==> src/rtl/note_sequencer.sv <==
// note_sequencer: steps through a programmable {hp, dur} table and drives one freq_synth's hp/active.
// Optional macro SEQ_LOOP_EN: the melody repeats until stop, and start while busy restarts it at step 0.
module note_sequencer #(
  parameter int AW        = 4,
  parameter int DUR_TICKS = 256,
  parameter int GAP_TICKS = 16
) (
  input  logic          synth_clk,
  input  logic          rst,
  input  logic          wr_en,
  input  logic [AW-1:0] wr_addr,
  input  logic [10:0]   wr_data,
  input  logic [AW-1:0] len_m1,
  input  logic          start,
  input  logic          stop,
  output logic [6:0]    hp,
  output logic          active,
  output logic [AW-1:0] step,
  output logic          busy,
  output logic          done
);

  localparam int DEPTH    = 1 << AW;
  localparam int NOTE_MAX = 16 * DUR_TICKS - 1;
  localparam int GAP_MAX  = (GAP_TICKS > 0) ? GAP_TICKS - 1 : 0;
  localparam int CNT_MAX  = (NOTE_MAX > GAP_MAX) ? NOTE_MAX : GAP_MAX;
  localparam int CW       = $clog2(CNT_MAX + 1);
  localparam logic [CW-1:0] GAP_LOAD = CW'(GAP_MAX);

  typedef enum logic [1:0] {IDLE, LOAD, PLAY, GAP} state_t;

  state_t        state_reg, state_next;
  logic [CW-1:0] cnt_reg, cnt_next;
  logic [6:0]    hp_reg, hp_next;
  logic          active_reg, active_next;
  logic [AW-1:0] step_reg, step_next;
  logic [AW-1:0] len_reg, len_next;
  logic          done_reg, done_next;
  logic          step_end;

  logic [10:0]   table_mem [DEPTH];
  logic [10:0]   rd_word;
  logic [6:0]    rd_hp;
  logic [3:0]    rd_dur;
  logic [CW-1:0] note_load;

  // Step table is not reset; a write in the same cycle as a LOAD read yields the old word.
  always_ff @(posedge synth_clk) begin
    if (wr_en) begin
      table_mem[wr_addr] <= wr_data;
    end
  end

  assign rd_word   = table_mem[step_reg];
  assign rd_hp     = rd_word[10:4];
  assign rd_dur    = rd_word[3:0];
  assign note_load = CW'((int'(rd_dur) + 1) * DUR_TICKS - 1);

  always_ff @(posedge synth_clk or posedge rst) begin
    if (rst) begin
      state_reg  <= IDLE;
      cnt_reg    <= '0;
      hp_reg     <= 7'd1;
      active_reg <= 1'b0;
      step_reg   <= '0;
      len_reg    <= '0;
      done_reg   <= 1'b0;
    end else begin
      state_reg  <= state_next;
      cnt_reg    <= cnt_next;
      hp_reg     <= hp_next;
      active_reg <= active_next;
      step_reg   <= step_next;
      len_reg    <= len_next;
      done_reg   <= done_next;
    end
  end

  always_comb begin
    state_next  = state_reg;
    cnt_next    = cnt_reg;
    hp_next     = hp_reg;
    active_next = active_reg;
    step_next   = step_reg;
    len_next    = len_reg;
    done_next   = 1'b0;
    step_end    = 1'b0;

    if (stop) begin
      state_next  = IDLE;
      active_next = 1'b0;
    end else begin
      case (state_reg)
        IDLE: begin
          if (start) begin
            len_next   = len_m1;
            step_next  = '0;
            state_next = LOAD;
          end
        end
        LOAD: begin
          // A rest step parks hp at 1 so freq_synth never sees a zero half-period.
          hp_next     = (rd_hp == 7'd0) ? 7'd1 : rd_hp;
          active_next = (rd_hp != 7'd0);
          cnt_next    = note_load;
          state_next  = PLAY;
        end
        PLAY: begin
          if (cnt_reg == '0) begin
            active_next = 1'b0;
            if (GAP_TICKS > 0) begin
              cnt_next   = GAP_LOAD;
              state_next = GAP;
            end else begin
              step_end = 1'b1;
            end
          end else begin
            cnt_next = cnt_reg - 1'b1;
          end
        end
        GAP: begin
          if (cnt_reg == '0) begin
            step_end = 1'b1;
          end else begin
            cnt_next = cnt_reg - 1'b1;
          end
        end
        default: state_next = IDLE;
      endcase

      if (step_end) begin
        if (step_reg == len_reg) begin
          done_next = 1'b1;
`ifdef SEQ_LOOP_EN
          step_next  = '0;
          state_next = LOAD;
`else
          state_next = IDLE;
`endif
        end else begin
          step_next  = step_reg + AW'(1);
          state_next = LOAD;
        end
      end

`ifdef SEQ_LOOP_EN
      // Restart overrides whatever the current state decided; the old note is silenced.
      if (start && (state_reg != IDLE)) begin
        len_next    = len_m1;
        step_next   = '0;
        hp_next     = hp_reg;
        active_next = 1'b0;
        done_next   = 1'b0;
        state_next  = LOAD;
      end
`endif
    end
  end

  assign hp     = hp_reg;
  assign active = active_reg;
  assign step   = step_reg;
  assign busy   = (state_reg != IDLE);
  assign done   = done_reg;

endmodule

==> config.mk <==
export PLATFORM = sky130hd
export DESIGN_NAME = note_sequencer
export DESIGN_NICKNAME = d
export VERILOG_FILES = /design/src/rtl/note_sequencer.sv
export SDC_FILE = /design/constraint.sdc
export NUM_CORES = 1
export LEC_CHECK = 0
export BUFFER_PORTS_ARGS = -buffer_cell sky130_fd_sc_hd__buf_2
export CORE_MARGIN = 2
export CORE_UTILIZATION = 61
export DETAILED_ROUTE_END_ITERATION = 8
export GPL_TIMING_DRIVEN = 0
export MAX_ROUTING_LAYER = met4
export PLACE_DENSITY = 0.79
export SYNTH_ARGS = -nofsm -noshare
export SYNTH_HDL_FRONTEND = slang
export SYNTH_SLANG_ARGS = --single-unit
==> constraint.sdc <==
create_clock -name synth_clk -period 2.75 [get_ports synth_clk]
set_input_delay 0.1375 -clock synth_clk [delete_from_list [all_inputs] [get_ports synth_clk]]
set_output_delay 0.1375 -clock synth_clk [all_outputs]
set_load 0.02 [all_outputs]
# Word level (Yosys, flattened, before mapping)
# Memory sizes are Yosys's and may differ from the RTL's.
# Index checks and enable logic that the tools add are counted.
# totals
register_bits	31
mem_bits_rw	176
out_inout_bits	14
elab_cells	59
mem_count	1
# memory_table
memory	depth	word_bits	read_ports	rd_ports_with_merged_regs	wr	line_no	text
table_mem	16	11	1	0	1	41	logic [10:0] table_mem [DEPTH];
# classes
add_sub_neg	4
eq_ne	8
mux	25
bitwise_logic	1
reduce_logical	13
# ops
op	count
case mux 12 bit (3 select lines)	1
two-way mux 12 bit	2
subtractor 12 x 1 -> 12 bit, second input constant	2
two-way mux 4 bit	4
logical NOT 12 bit	1
two-way mux 1 bit	11
AND reduction 3 bit	3
adder 4 x 1 -> 4 bit, second input constant	2
two-way mux 2 bit	4
inequality test 4 bit, second input constant	2
logical NOT 7 bit	1
two-way mux 7 bit	1
nonzero test 7 bit	1
case mux 2 bit (3 select lines)	1
nonzero test 3 bit	2
nonzero test 5 bit	1
equality test 2 bit, second input constant	2
equality test 4 bit	1
AND reduction 2 bit	2
inequality test 3 bit, second input constant	1
equality test 2 x 1 -> 1 bit, second input constant	1
logical NOT 2 bit	1
inequality test 2 bit, second input constant	1
case mux 1 bit (2 select lines)	1
other kinds (2)	2

# Logic depth before layout (Yosys ltp)
# logic_depth
word_depth	6
depth_mapped	12

# Worst setup path before layout
# Ideal clock, no wire load.
# synth_timing
path_kind	register to register
from	register step_reg[0] (netlist: step[0])
to	register cnt_reg[11]
arrival_time_ns	2.541
required_ns	2.623
slack_ns	0.082
stages_incl_launch_ff	12
path_buffers	3
synth_period_minus_slack_ns	2.668
path_cell_list	dfrtp_1 -> buf_6 -> buf_6 -> buf_6 -> mux4_2 -> a22oi_1 -> nand2_1 -> ha_1 -> xnor2_1 -> a22o_1 -> o22ai_1 -> o21ai_1
# synth_via
elab_chain_len	4
# synth_lines
item	line_no	text
start, declared	36	logic [AW-1:0] step_reg, step_next;
start signal, assigned	73	step_reg <= step_next;
memory read (16 x 11 bit)	-	
adder 4 x 1 -> 4 bit	57	assign note_load = CW'((int'(rd_dur) + 1) * DUR_TICKS - 1);
subtractor 12 x 1 -> 12 bit	57	
case mux 12 bit (3 select lines)	93	case (state_reg)
end signal, assigned	70	cnt_reg <= cnt_next;
end, declared	33	logic [CW-1:0] cnt_reg, cnt_next;
# No other way between the ends.
# A chain may end at the register's enable or synchronous reset.

# Worst setup path in the final report
# Same ends and word-level chain as after synthesis.

==> flow_summary.toml <==
[grt]
grt_antenna_before_repair = 0
grt_pass1_vias = 5068
overflow = 0
grt_usage = 0.276
grt_max_degree = 32
grt_pass1_wl_um = 29000

[die]
fp.coreArea_mm2 = 0.0138
row_count = 43
die_h_um = 123
die_x_um = 123
start_util = 0.624
die_area_mm2 = 0.0151
io_pins = 38

[sta]
fmaxAchievable_ghz = 0.378
hold_viol = 0
worst_slew_pin_slew_ns = 1.44
hold_ws_ns = 0.0131
post-route-period-util = 0.963
clock-skew-final_ns = 0.0261
finalCriticalPeriod_ns = 2.65
setup_viol = 0
slew_headroom = 0.0387
drv_slew = 0
rsz0062_at_grt = "true"

[layout]
ff_latch_area_mm2 = 0.00606
finish.utilization = 0.727
nets = 611
fillers = 784
largest_reg_flops = 176
synthToLayoutAreaGrowth_pct = 16.4
final_layout_size_suffix_gt1_frac = 0.285
multi_input_area_mm2 = 0.00245
fin_cells = 772
n_antenna_cell = 0

[route]
wl_per_cell_um = 25.0
via_per_inst = 6.45
wl_um = 19300
post-route-drc-count = 0
drt_iter0_markers = 623
drt_first_pass_iters = 5
via_count = 4980
ant_nets = 0

[setup_path]
cp.arrival_ns = 3.02
start_kind = "register"
cp-end-kind = "register"
crit_type = "reg -> reg"
cp_data_required_time_ns = 3.12
cp_max_fo = 10

[pwr]
pwr_density_cell_mw_per_mm2 = 734
p_leak_nw = 3.37
ir_worst_vdd_v = 0.000503

[logic_synthesis]
yosys_warnings = 0
synth_area_mm2 = 0.00863
netlist_instances = 494
ys_types = 53
yosysMostFrequentCell = "edfxtp_1"
ys_ff_latch = 207
syn-num-nets = 528
seq_area_frac_synth = 0.702
synthFlopType = "edfxtp_1"
synthTopCellsByCount = "edfxtp_1 (176), mux4_2 (46), dfrtp_1 (30)"
synth_edf_count = 176
syn_avg_cell_area_um2 = 17.5
ys_async_sr_fraction = 0.150
synth_top_cell_by_area = "edfxtp_1"
synth_top_area_share = 0.612
netlist_top_cells_area = "edfxtp_1 (61%), mux4_2 (12%), dfrtp_1 (8.7%)"

[cts]
cts_buffer_depth = 3
ctsRootBufferMaster = "clkbuf_16"
cts.htree.levels = 1
clk_pin_slew_ns = 0.06
numCtsBuffers = 22
clk_latency_ns = 0.51
cts_tree = "done"
cts.sinks = 207

[placement]
portBuffers = 37
dpl.cell_count = 716
dp_hpwl_um = 11600
gp_congestion = 0.792

[flow_run]
max_cap_violations = 0

[min_path]
hp-class = "in -> reg"

[outcome]
run_status = "finished, final reports clean"
## metal layers
layer,vias up,global-route usage,part of all wire,wire [um]
li1,2139,-,-,-
met1,2523,0.357,0.38,7380
met2,271,0.450,0.51,9810
met3,47,0.0563,0.086,1660
met4,0,0.0848,0.025,480
met5,-,-,0,0
## through the flow
step | power, mW | cell area, um2 | TNS, ns | setup WS (ns)
final | 7.38 | 10000 | 0 | 0.102
after floorplan | 4.31 | 8630 | 0 | 0.0819
after detailed placement | 4.58 | 9120 | -0.229 | -0.229
after global routing | 7.64 | 10000 | -0.0197 | -0.0197
after global placement | 4.52 | 9040 | -0.529 | -0.154
after CTS | 7.40 | 9990 | 0 | 0.00888
## power breakdown
part           switching, mW  internal [mW]  total (mW)
Clock                   1.17           1.66        2.83
Combinational          0.507          0.327       0.835
Sequential             0.105           3.61        3.71
Total                   1.78           5.60        7.38
## worst max-delay path, stage by stage, from the launching register on
cell and delay, ns:
dfrtp_2 0.44, buf_12 0.14, buf_8 0.17, mux4_2 0.55
a22oi_2 0.19, nand3_2 0.17, ha_2 0.25, nor3b_1 0.22
a31oi_1 0.07, o22ai_1 0.20, o21ai_1 0.08
## final timing paths
check | slack, ns | from | depth (start not counted) | end
setup reg to reg | 0.10 | step[0] | 10 | cnt_reg[11]
hold reg to reg | 0.47 | hp[0] | 2 | hp[0]
setup / recovery | 0.10 | step[0] | 10 | cnt_reg[11]
max in group asynchronous | 1.48 | rst | 3 | step[0]
hold / removal | 0.01 | wr_data[1] | 1 | table_mem[6][1]
min in group asynchronous | 0.49 | rst | 3 | step[2]
## what timing repair did
action                                  4_1_cts  5_1_grt
pin swaps                                     1        0
hold buffers                                 12        0
gates resized for setup                      13        7
endpoints found under the hold margin        90        0
buffers inserted                              2        3
endpoints found under the setup margin        1        3
## cells in the final DEF, fill, tap and decap left out, drive strengths merged, types with 13 or more instances in the layout
cell      n
clkbuf   35
nor3     13
mux4     46
nand2    21
o21ai    23
buf      60
a21oi    15
dfrtp    30
nor2     30
nand3    13
edfxtp  176
## final cells by class
| class | count | area share |
|---|---|---|
| sequential | 207 | 0.603 |
| multi-input combinational | 257 | 0.244 |
| clock buffer | 27 | 0.0567 |
| timing repair buffer | 61 | 0.0423 |
| tap | 180 | 0.0224 |
| buffer | 19 | 0.0159 |
| clock inverter | 12 | 0.0121 |
| inverter | 9 | 0.00336 |
## kinds of logic after synthesis
group | after synthesis | synth area share
flip-flops | 207 | 0.702
AND/OR/NAND/NOR | 110 | 0.0664
adder cells (fa/ha/maj) | 10 | 0.0145
AO/OA/AOI/OAI | 65 | 0.0478
multiplexers | 65 | 0.143
buffers and inverters | 30 | 0.0186
XOR/XNOR | 7 | 0.00710
(Power assumes the default switching activity.)
